[config.mk]
export PLATFORM = sky130hd
export DESIGN_NAME = alu_mc
export DESIGN_NICKNAME = d
export VERILOG_FILES = /design/src/rtl/alu_mc.sv
export SDC_FILE = /design/constraint.sdc
export NUM_CORES = 1
export LEC_CHECK = 0
export CORE_MARGIN = 2
export CORE_UTILIZATION = 50
export DETAILED_ROUTE_END_ITERATION = 10
export GPL_TIMING_DRIVEN = 0
export PLACE_DENSITY = 0.79
export SYNTH_ARGS = -nofsm -noshare
export SYNTH_HDL_FRONTEND = slang
export SYNTH_SLANG_ARGS = --single-unit
[constraint.sdc]
create_clock -name clock -period 4.2 [get_ports clock]
set_clock_uncertainty 0.15 [all_clocks]
set_input_delay 0.84 -clock clock [delete_from_list [all_inputs] [get_ports clock]]
set_output_delay 0.84 -clock clock [all_outputs]
set_load 0.005 [all_outputs]
[src/rtl/alu_mc.sv]
// rtl/alu_mc.sv - multi-cycle execute-stage ALU with optional iterative multiply/divide
//
// Purpose: ten single-cycle ops plus RV32M-style MUL/MULH/DIV/DIVU/REM/REMU,
// with valid/ready handshakes on both sides so the execute stage can stall.
// Optional feature macro: ALU_MC_MULDIV_EN (undefined: ops 10-15 return all
// ones in one cycle and busy is tied low).
//
// Ports:
//   clock      in   single clock, rising edge
//   reset_n    in   asynchronous active-low reset
//   flush      in   synchronous abort of any in-flight operation
//   in_valid   in   op_a/op_b/alu_sel valid
//   in_ready   out  operation accepted this cycle (IDLE)
//   op_a       in   operand A [WIDTH]
//   op_b       in   operand B [WIDTH], shift amount in [SHW-1:0]
//   alu_sel    in   operation select [4]
//   out_valid  out  result valid (DONE)
//   out_ready  in   downstream takes the result
//   result     out  registered result [WIDTH]
//   busy       out  iterative operation in progress (BUSY)

module alu_mc #(
   parameter int WIDTH = 32,
   parameter int SHW   = $clog2(WIDTH)
) (
   input  logic             clock,
   input  logic             reset_n,
   input  logic             flush,
   input  logic             in_valid,
   output logic             in_ready,
   input  logic [WIDTH-1:0] op_a,
   input  logic [WIDTH-1:0] op_b,
   input  logic [3:0]       alu_sel,
   output logic             out_valid,
   input  logic             out_ready,
   output logic [WIDTH-1:0] result,
   output logic             busy
);

   localparam logic [1:0] ST_IDLE = 2'd0;
`ifdef ALU_MC_MULDIV_EN
   localparam logic [1:0] ST_BUSY = 2'd1;
`endif
   localparam logic [1:0] ST_DONE = 2'd2;

   localparam logic [WIDTH-1:0] ALL_ONES = {WIDTH{1'b1}};

   logic [1:0]       state_q, state_d;
   logic [WIDTH-1:0] result_q, result_d;
   logic             accept;
   logic [SHW-1:0]   shamt;
   logic [WIDTH-1:0] simple_res;

   // flush blocks an accept in the same cycle
   assign accept = in_valid && (state_q == ST_IDLE) && !flush;
   assign shamt  = op_b[SHW-1:0];

   always_comb begin
      simple_res = ALL_ONES;
      case (alu_sel)
         4'd0:    simple_res = op_a + op_b;
         4'd1:    simple_res = op_a - op_b;
         4'd2:    simple_res = op_a >> shamt;
         4'd3:    simple_res = op_a << shamt;
         4'd4:    simple_res = op_a ^ op_b;
         4'd5:    simple_res = op_a | op_b;
         4'd6:    simple_res = op_a & op_b;
         4'd7:    simple_res = {{(WIDTH-1){1'b0}}, ($signed(op_a) < $signed(op_b))};
         4'd8:    simple_res = {{(WIDTH-1){1'b0}}, (op_a < op_b)};
         4'd9:    simple_res = $signed(op_a) >>> shamt;
         default: simple_res = ALL_ONES;
      endcase
   end

`ifdef ALU_MC_MULDIV_EN
   localparam logic [WIDTH-1:0] MOST_NEG = {1'b1, {(WIDTH-1){1'b0}}};

   logic [SHW-1:0]     cnt_q, cnt_d;
   logic [2*WIDTH-1:0] acc_q, acc_d;
   logic [WIDTH-1:0]   opd_q, opd_d;
   logic [3:0]         op_q, op_d;
   logic               neg_q, neg_d;

   logic               is_md, is_signed, is_div, is_rem;
   logic               sa, sb, div_zero, ovf, special;
   logic [WIDTH-1:0]   mag_a, mag_b, special_res;

   always_comb begin
      is_md       = (alu_sel >= 4'd10);
      is_signed   = (alu_sel == 4'd11) || (alu_sel == 4'd12) || (alu_sel == 4'd14);
      is_div      = (alu_sel[3:2] == 2'b11);
      is_rem      = (alu_sel == 4'd14) || (alu_sel == 4'd15);
      sa          = is_signed && op_a[WIDTH-1];
      sb          = is_signed && op_b[WIDTH-1];
      mag_a       = sa ? -op_a : op_a;
      mag_b       = sb ? -op_b : op_b;
      div_zero    = is_div && (op_b == '0);
      ovf         = ((alu_sel == 4'd12) || (alu_sel == 4'd14)) &&
                    (op_a == MOST_NEG) && (op_b == ALL_ONES);
      special     = div_zero || ovf;
      special_res = ALL_ONES;
      if (div_zero)
         special_res = is_rem ? op_a : ALL_ONES;
      else if (ovf)
         special_res = is_rem ? '0 : MOST_NEG;
   end

   // One iteration step. Multiply: acc = {partial product, remaining
   // multiplier bits}, shifted right. Divide: acc = {remainder, dividend /
   // quotient bits}, shifted left with a trial subtraction.
   logic [WIDTH:0]     mul_sum;
   logic [WIDTH:0]     r_sh;
   logic [WIDTH-1:0]   r_sub;
   logic [2*WIDTH-1:0] mul_n, div_n, step_n, prod_fix;
   logic [WIDTH-1:0]   quo, rem, md_res;

   always_comb begin
      mul_sum  = {1'b0, acc_q[2*WIDTH-1:WIDTH]} + (acc_q[0] ? {1'b0, opd_q} : '0);
      mul_n    = {mul_sum, acc_q[WIDTH-1:1]};
      r_sh     = {acc_q[2*WIDTH-1:WIDTH], acc_q[WIDTH-1]};
      r_sub    = r_sh[WIDTH-1:0] - opd_q;
      div_n    = (r_sh >= {1'b0, opd_q}) ? {r_sub, acc_q[WIDTH-2:0], 1'b1}
                                         : {r_sh[WIDTH-1:0], acc_q[WIDTH-2:0], 1'b0};
      step_n   = (op_q[3:2] == 2'b11) ? div_n : mul_n;
      quo      = step_n[WIDTH-1:0];
      rem      = step_n[2*WIDTH-1:WIDTH];
      prod_fix = neg_q ? -step_n : step_n;
      case (op_q)
         4'd10:        md_res = prod_fix[WIDTH-1:0];
         4'd11:        md_res = prod_fix[2*WIDTH-1:WIDTH];
         4'd12, 4'd13: md_res = neg_q ? -quo : quo;
         default:      md_res = neg_q ? -rem : rem;
      endcase
   end
`endif

   always_comb begin
      state_d  = state_q;
      result_d = result_q;
`ifdef ALU_MC_MULDIV_EN
      cnt_d    = cnt_q;
      acc_d    = acc_q;
      opd_d    = opd_q;
      op_d     = op_q;
      neg_d    = neg_q;
`endif
      case (state_q)
         ST_IDLE: begin
            if (accept) begin
`ifdef ALU_MC_MULDIV_EN
               if (is_md && !special) begin
                  state_d = ST_BUSY;
                  cnt_d   = SHW'(WIDTH-1);
                  op_d    = alu_sel;
                  // quotient negates on sign mismatch, remainder follows dividend
                  neg_d   = (alu_sel == 4'd14) ? sa : (sa ^ sb);
                  if (is_div) begin
                     acc_d = {{WIDTH{1'b0}}, mag_a};
                     opd_d = mag_b;
                  end else begin
                     acc_d = {{WIDTH{1'b0}}, mag_b};
                     opd_d = mag_a;
                  end
               end else begin
                  state_d  = ST_DONE;
                  result_d = is_md ? special_res : simple_res;
               end
`else
               state_d  = ST_DONE;
               result_d = simple_res;
`endif
            end
         end
`ifdef ALU_MC_MULDIV_EN
         ST_BUSY: begin
            if (flush) begin
               state_d = ST_IDLE;
            end else begin
               acc_d = step_n;
               if (cnt_q == '0) begin
                  state_d  = ST_DONE;
                  result_d = md_res;
               end else begin
                  cnt_d = cnt_q - SHW'(1);
               end
            end
         end
`endif
         ST_DONE: begin
            if (flush || out_ready)
               state_d = ST_IDLE;
         end
         default: state_d = ST_IDLE;
      endcase
   end

   always_ff @(posedge clock or negedge reset_n) begin
      if (!reset_n) begin
         state_q  <= ST_IDLE;
         result_q <= '0;
`ifdef ALU_MC_MULDIV_EN
         cnt_q    <= '0;
         acc_q    <= '0;
         opd_q    <= '0;
         op_q     <= '0;
         neg_q    <= 1'b0;
`endif
      end else begin
         state_q  <= state_d;
         result_q <= result_d;
`ifdef ALU_MC_MULDIV_EN
         cnt_q    <= cnt_d;
         acc_q    <= acc_d;
         opd_q    <= opd_d;
         op_q     <= op_d;
         neg_q    <= neg_d;
`endif
      end
   end

   assign in_ready  = (state_q == ST_IDLE);
   assign out_valid = (state_q == ST_DONE);
   assign result    = result_q;
`ifdef ALU_MC_MULDIV_EN
   assign busy      = (state_q == ST_BUSY);
`else
   assign busy      = 1'b0;
`endif

endmodule

======== Word-level counts from Yosys, hierarchy flattened ========
Cells that the tools add are included.
word-level totals
  word-level logic and storage cells ...... 36
  input bits .............................. 73
  output and inout bits ................... 35
  register bits ........................... 34
operators by class
  $add $sub $neg .......................... 2
  muxes and demuxes ....................... 4
  $lt $le $gt $ge ......................... 2
  bitwise logic cells ..................... 3
  reductions and logical operators ........ 8
  eq/ne operators ......................... 12
  shift operators ......................... 3
operators by type and width
  operator                                                                  count
  32-bit case mux with 10 select lines                                      1
  32-bit less-than comparator                                               2
  32-bit adder                                                              1
  32-bit bitwise AND                                                        1
  32-bit OR                                                                 1
  32-bit by 5-bit << shifter with 32-bit output                             1
  32-bit by 5-bit right shift with 32-bit output                            1
  32-bit by 5-bit >>> shifter with 32-bit output                            1
  32-bit subtractor                                                         1
  32-bit bitwise XOR                                                        1
  4-bit by 3-bit == test with 1-bit output (second input constant)          4
  4-bit by 2-bit == test with 1-bit output (second input constant)          2
  4-bit == test (second input constant)                                     2
  4-bit by 1-bit == test with 1-bit output (second input constant)          1
  4-bit logical NOT                                                         1
  2-bit 2-to-1 mux                                                          2
  2-bit by 1-bit inequality test with 1-bit output (second input constant)  2
  2-bit case mux with 2 select lines                                        1
  2-bit AND reduction                                                       2
  2-bit == test (second input constant)                                     1
  1-bit logical AND                                                         2
  2-bit logical NOT                                                         1
  1-bit logical NOT                                                         1
  1-bit logical OR                                                          1

======== Logic depth before layout (Yosys ltp) ========
Gate-level depths: netlist of run 1.
  word-level depth ........................ 5
  depth in mapped cells ................... 16
  depth with buffers taken out ............ 13

======== Worst setup path after synthesis of run 1 ========
Ideal clock, no wire load.
  path kind ............................... input to register
  from .................................... in op_b[2]
  to ...................................... reg result_q[24], in the netlist result[24]
  arrival ................................. 4.099 ns
  library setup time ...................... 0.127 ns
  required time ........................... 3.923 ns
  path slack .............................. -0.176 ns
  stages on the path ...................... 16
  path through ............................ buf_2 > buf_4 > inv_1 > buf_2 > buf_1 > ha_1 > clkbuf_1 > a211oi_1 > o21bai_1 > a21oi_1 > o21ai_2 > a31o_2 > a311oi_2 > xnor2_1 > a221oi_1 > nor2_1
on the way
  word-level cells in the longest chain between the ends .. 2
ends and longest elaborated chain
  item                                       RTL line  RTL
  from (decl)                                32        input logic [WIDTH-1:0] op_b,
  32-bit subtractor (tied with other cells)  62        4'd1: simple_res = op_a - op_b;
  32-bit case mux with 10 select lines (*)   60        case (alu_sel)
  to (signal assigned)                       210       result_q <= result_d;
  to (decl)                                  49        logic [WIDTH-1:0] result_q, result_d;
Every way passes the cells marked *; elsewhere a longest branch is shown, timed or not.
A chain may end at the register's enable or synchronous reset.

======== Final worst setup path of run 1 ========
  from .................................... in alu_sel[1]
  to ...................................... reg result_q[19], in the netlist result[19]
on the way
  word-level cells in the longest chain between the ends .. 2
ends and longest elaborated chain
  item                                      RTL line  RTL
  from (decl)                               33        input logic [3:0] alu_sel,
  4-bit == test (tied with other cells)     60
  32-bit case mux with 10 select lines (*)  60
Marked as above.

==> flow_metrics.env, run 1 <==
export IMPL_path_buf_inv=4
export IMPL_dr_pass1_iters=7
export IMPL_setup_tns_ns=-0.223
export IMPL_ys_types=79
export IMPL_drtAntennaViolNets=0
export IMPL_post_drt_wl_per_cell_um=29.8
export IMPL_synthToLayoutAreaGrowth_pct=22.1
export IMPL_dieHeight_um=146
export IMPL_final_nets=1787
export IMPL_synth_most_common_cell="nor2_1"
export IMPL_clockBufferDepth=2
export IMPL_crit_chain="clkdlybuf4s50_1 > clkbuf_1 > nor2b_1 > nand2_1 > clkbuf_1 > clkbuf_1 > o211ai_1 > o22a_1"
export IMPL_peakVddDrop_uv=166
export IMPL_post_route_cell_area_um2=12200
export IMPL_cts_tree="done"
export IMPL_clkLatencyLatePin_ns=0.30
export IMPL_die_area_um2=21200
export IMPL_pre_cts_slack_ns=-2.31
export IMPL_cp_startpoint="alu_sel[1]"
export IMPL_routed_wl_mm=56.1
export IMPL_seq_area_um2=826
export IMPL_viasPerCell=7.53
export IMPL_cts_root_buf="clkbuf_16"
export IMPL_postSynthCellCount=1486
export IMPL_num_vias=14200
export IMPL_die_w_um=146
export IMPL_max_slew_margin_pct=24.5
export IMPL_clk_pin_slew_ns=0.06
export IMPL_gp_congestion=1.15
export IMPL_final_layout_size_suffix_gt1_share_pct=11.4
export IMPL_synth_edff_count=0
export IMPL_worstSetupStartpointType="input pin"
export IMPL_worst_ep_arrival_time_ns=4.30
export IMPL_finalWorstSetupSlack_ns=-0.0639
export IMPL_nFillCells=1857
export IMPL_p_leak_nw=4.97
export IMPL_rows=51
export IMPL_synthTopCellsByArea="ha_1, dfrtp_1, a21oi_1"
export IMPL_core_um2=19600
export IMPL_cpMostUsedCell="clkbuf_1"
export IMPL_syn_area_per_cell_um2=6.74
export IMPL_final_min_clock_period_ns=4.26
export IMPL_rsz0062_at_grt="no"
export IMPL_worst_slew_pin_slew_ns=1.13
export IMPL_yosysSeqAreaShare_pct=8.24
export IMPL_fin_crit_sh_pct=102
export IMPL_drc=0
export IMPL_worstHoldStart="result[24]"
export IMPL_cts_buffers=5
export IMPL_whs_ns=0.346
export IMPL_io_pins=108
export IMPL_synth_commonest_cells="nor2_1, a21oi_1, nand2_1"
export IMPL_synth_top_area_share_pct=12.2
export IMPL_cpMaxStageDelayCell="clkbuf_1"
export IMPL_critPathMaxStageDelay_ns=0.83
export IMPL_yosys_warnings=0
export IMPL_htree_levels=2
export IMPL_syn_nets=1659
export IMPL_async_flop_share_pct=100
export IMPL_critPathKind="input pin to flip-flop"
export IMPL_overflow=0
export IMPL_grt_pass1_vias=13300
export IMPL_hold_path_class="flip-flop to flip-flop"
export IMPL_drv_slew=0
export IMPL_synth_seq_cells=33
export IMPL_status="finished, violations left"
export IMPL_critPathCaptureType="flip-flop"
export IMPL_cp_max_fo=10
export IMPL_synth_area_um2=10000
export IMPL_p_per_area_nw_per_um2=214
export IMPL_yosysTopAreaCell="ha_1"
export IMPL_max_freq_mhz=235
export IMPL_place_area_um2=11400
export IMPL_synth_ff_type="dfrtp_1"
export IMPL_drv_cap=0
export IMPL_failed_checks="setup timing"
export IMPL_setup_viol=6
export IMPL_antenna_found_initial=0
export IMPL_path_delay_family="buffers and inverters"
export IMPL_cts_sinks=33
export IMPL_drtIter0Drc=2462
export IMPL_finalPower_mw=2.62
export IMPL_multiInputGateArea_um2=8720
export IMPL_hpwlAfterDp_mm=43.1
export IMPL_final_hold_violation_count=0
export IMPL_track_usage_pct=50.6
export IMPL_initial_core_util_pct=51.2
export IMPL_grt_pass1_wl_mm=82.3
export IMPL_antenna_cells=0
export IMPL_grt_max_degree=34
export IMPL_io_buffers=104
export IMPL_worst_ep_required_time_ns=4.24
export IMPL_reg2reg_from="state_q[1]"
-- per-stage QoR --
stage / util (%) / instances
after floorplan: - / 1486
after global placement: 58.2 / 1855
after detailed placement: 58.2 / 1855
after CTS: 61.0 / 1872
after global routing: 62.5 / 1880
final: 62.5 / 1880
-- flip-flops by register name, indices dropped and copies added, names as in the netlist --
signal and flops:
result 32, state_q 1
-- worst min-delay path, stage by stage, from the launching register on --
cell and delay, ns:
dfrtp_1 0.34, nor2_1 0.05, nor2_1 0.07
-- cell type report --
type,instances,share of cell area [%]
multi-input combinational,1239,71.3
timing repair buffer,126,10.1
sequential,33,6.75
buffer,111,4.58
inverter,98,3.11
tap,265,2.71
clock buffer,7,1.17
clock inverter,1,0.245
-- worst paths after layout --
check	slack, ns	depth (start not counted)	end
max	-0.06	8	result[19]
min	0.35	2	result[24]
max reg2reg	0.83	6	result[15]
min reg2reg	0.35	2	result[24]
max in group asynchronous	2.77	1	result[13]
min in group asynchronous	0.51	1	result[0]
-- layer usage --
| layer | up-vias | track usage [%] | wire (µm) |
|---|---|---|---|
| li1 | 5805 | - | - |
| met1 | 6389 | 61.8 | 19200 |
| met2 | 1531 | 73.3 | 21900 |
| met3 | 437 | 20.1 | 9790 |
| met4 | 0 | 33.8 | 5160 |
| met5 | - | 0 | 0 |
-- repair_timing --
item / CTS / global route
setup endpoints to repair: 31 / 21
pin swaps: 13 / 10
resized for setup: 92 / 72
buffers inserted: 12 / 10
hold buffers: 0 / 0
-- power by group --
group | total (mW) | leakage, nW | internal (mW) | switching, mW
sequential | 0.425 | 0.357 | 0.381 | 0.0439
combinational | 1.72 | 4.53 | 0.647 | 1.08
clock | 0.476 | 0.0841 | 0.298 | 0.178
-- cells in the final DEF, fill, tap and decap left out, drive strengths merged, types with 33 or more instances in the layout --
| cell type | Yosys | final |
|---|---|---|
| ha | 98 | 98 |
| inv | 97 | 96 |
| dfrtp | 33 | 33 |
| nor2 | 173 | 173 |
| clkbuf | 73 | 79 |
| buf | 43 | 64 |
| a211oi | 56 | 56 |
| a21oi | 157 | 157 |
| mux2i | 55 | 55 |
| o21ai | 129 | 129 |
| clkdlybuf4s50 | 0 | 82 |
| nand2 | 136 | 136 |
-- kinds of logic (layout without fill, tap and decap cells) --
family | count (synthesis) | count (layout) | synth area share, %
muxes | 85 | 85 | 10.6
AOI/OAI and AO/OA | 586 | 586 | 38.6
buffers and inverters | 214 | 343 | 8.57
other | 1 | 1 | 0.0374
adders and majority gates | 100 | 100 | 12.6
and+or+nand+nor | 453 | 453 | 20.1
DFF | 33 | 33 | 8.24
xor gates and xnor gates | 14 | 14 | 1.22
(Power assumes the default switching activity.)
==> inputs of run 2 (changes only) <==
--- a/config.mk
+++ b/config.mk
@@ -9,6 +9,7 @@
 export CORE_UTILIZATION = 50
 export DETAILED_ROUTE_END_ITERATION = 10
 export GPL_TIMING_DRIVEN = 0
+export MAX_ROUTING_LAYER = met4
 export PLACE_DENSITY = 0.79
 export SYNTH_ARGS = -nofsm -noshare
 export SYNTH_HDL_FRONTEND = slang
==> flow_metrics.env, run 2 (synthesized netlist as in run 1, its figures left out) <==
export IMPL_critPathKind="input pin to flip-flop"
export IMPL_die_w_um=146
export IMPL_failed_checks="setup timing"
export IMPL_clk_pin_slew_ns=0.06
export IMPL_holdPathStages=1
export IMPL_nFillCells=1884
export IMPL_worst_slew_pin_slew_ns=1.10
export IMPL_io_pins=108
export IMPL_dieHeight_um=146
export IMPL_multiInputGateArea_um2=8680
export IMPL_antenna_found_initial=2
export IMPL_rows=51
export IMPL_hpwlAfterDp_mm=42.8
export IMPL_drv_cap=0
export IMPL_core_um2=19600
export IMPL_hold_buffers=0
export IMPL_grt_pass1_wl_mm=80.6
export IMPL_final_hold_violation_count=0
export IMPL_whs_ns=0.356
export IMPL_final_min_clock_period_ns=4.23
export IMPL_seq_area_um2=826
export IMPL_drtIter0Drc=2030
export IMPL_num_vias=13900
export IMPL_synthToLayoutAreaGrowth_pct=20.8
export IMPL_worst_ep_arrival_time_ns=4.26
export IMPL_htree_levels=2
export IMPL_drv_slew=0
export IMPL_status="finished, violations left"
export IMPL_cts_buffers=5
export IMPL_cts_tree="done"
export IMPL_grt_max_degree=34
export IMPL_final_nets=1785
export IMPL_drc=0
export IMPL_cts_sinks=33
export IMPL_p_leak_nw=4.92
export IMPL_largest_reg_flops=32
export IMPL_io_buffers=104
export IMPL_gp_congestion=1.20
export IMPL_worst_ep_required_time_ns=4.23
export IMPL_mostFrequentLayoutCells="nor2_1, a21oi_1, nand2_1, o21ai_0"
export IMPL_post_drt_wl_per_cell_um=29.3
export IMPL_clockBufferDepth=2
export IMPL_setup_viol=1
export IMPL_p_per_area_nw_per_um2=206
export IMPL_cp_max_fo=10
export IMPL_grt_pass1_vias=12800
export IMPL_final_common_cell="nor2_1"
export IMPL_critPathCaptureType="flip-flop"
export IMPL_cts_root_buf="clkbuf_16"
export IMPL_clkLatencyLatePin_ns=0.30
export IMPL_fin_crit_sh_pct=101
export IMPL_finalWorstSetupSlack_ns=-0.0271
export IMPL_overflow=0
export IMPL_max_freq_mhz=237
export IMPL_max_slew_margin_pct=26.1
export IMPL_rr_worst_depth=6
export IMPL_initial_core_util_pct=51.2
export IMPL_hold_path_class="flip-flop to flip-flop"
export IMPL_setup_tns_ns=-0.0271
export IMPL_peakVddDrop_uv=160
export IMPL_viasPerCell=7.42
export IMPL_drtAntennaViolNets=0
export IMPL_worstSetupStartpointType="input pin"
export IMPL_routed_wl_mm=55.1
export IMPL_final_layout_size_suffix_gt1_share_pct=10.9
export IMPL_track_usage_pct=51.4
export IMPL_die_area_um2=21200
export IMPL_dr_pass1_iters=8
## run 2: changes by cell type in the layout (fill, tap and decap cells not counted), moves of 3 or more
cell	previous run	this run
buf_6	6	3
o21ai_1	7	3
clkbuf_2	10	15
o21ai_0	116	119
buf_4	27	23
## run 2: repair_timing
item | 4_1_cts | 5_1_grt
pin swaps | 13 | 14
endpoints found under the setup margin | 32 | 25
setup buffers | 9 | 10
gates resized for setup | 82 | 70
## run 2: final timing paths
check	startpoint	to	slack [ns]
hold reg to reg	result[29]	result[29]	0.36
setup / recovery	op_b[1]	result[6]	-0.03
setup reg to reg	state_q[1]	result[0]	0.76
min in group asynchronous	reset_n	result[0]	0.51
max in group asynchronous	reset_n	result[13]	2.73
hold / removal	result[29]	result[29]	0.36
## run 2: stage by stage
stage | util, % | power [mW] | area, µm² | instances | setup WS (ns)
after floorplan | - | 1.30 | 10000 | 1486 | 0.0307
after detailed placement | 58.2 | 1.93 | 11400 | 1855 | -2.34
after global placement | 58.2 | 1.92 | 11400 | 1855 | -2.36
final | 61.8 | 2.49 | 12100 | 1878 | -0.0271
after global routing | 61.8 | 2.58 | 12100 | 1878 | -0.00672
after CTS | 60.6 | 2.37 | 11900 | 1868 | -0.0520
## run 2: critical path, cell delays in order
cell,delay [ns]
clkbuf_4,0.26
buf_2,0.34
buf_1,0.64
clkbuf_2,0.47
nand2_1,0.09
o21ai_0,0.39
o22ai_1,0.33
a21oi_1,0.31
a22oi_1,0.20
o32a_1,0.38
## run 2: per-layer routing
| layer | vias up | GRT usage (%) | routed length, µm |
|---|---|---|---|
| li1 | 5802 | - | - |
| met1 | 6407 | 62.0 | 19900 |
| met2 | 1339 | 73.8 | 21900 |
| met3 | 379 | 18.9 | 8440 |
| met4 | 0 | 29.1 | 4770 |
| met5 | - | - | 0 |
## run 2: area by class of cell
class / instances / share of cell area (%)
diodes: 2 / 0.0413
plain buffers: 112 / 4.64
clock buffers: 5 / 1.03
clock inverters: 1 / 0.0413
inverters: 98 / 3.13
multi-input cells: 1239 / 71.7
flip-flops and latches: 33 / 6.82
well taps: 265 / 2.74
repair buffers: 123 / 9.87
## run 2: report_power, final
part	leakage, nW	internal, mW	total [mW]	switching, mW
sequential	0.357	0.382	0.424	0.0427
combinational	4.50	0.635	1.69	1.05
clock	0.0655	0.213	0.382	0.169
total	4.92	1.23	2.49	1.26
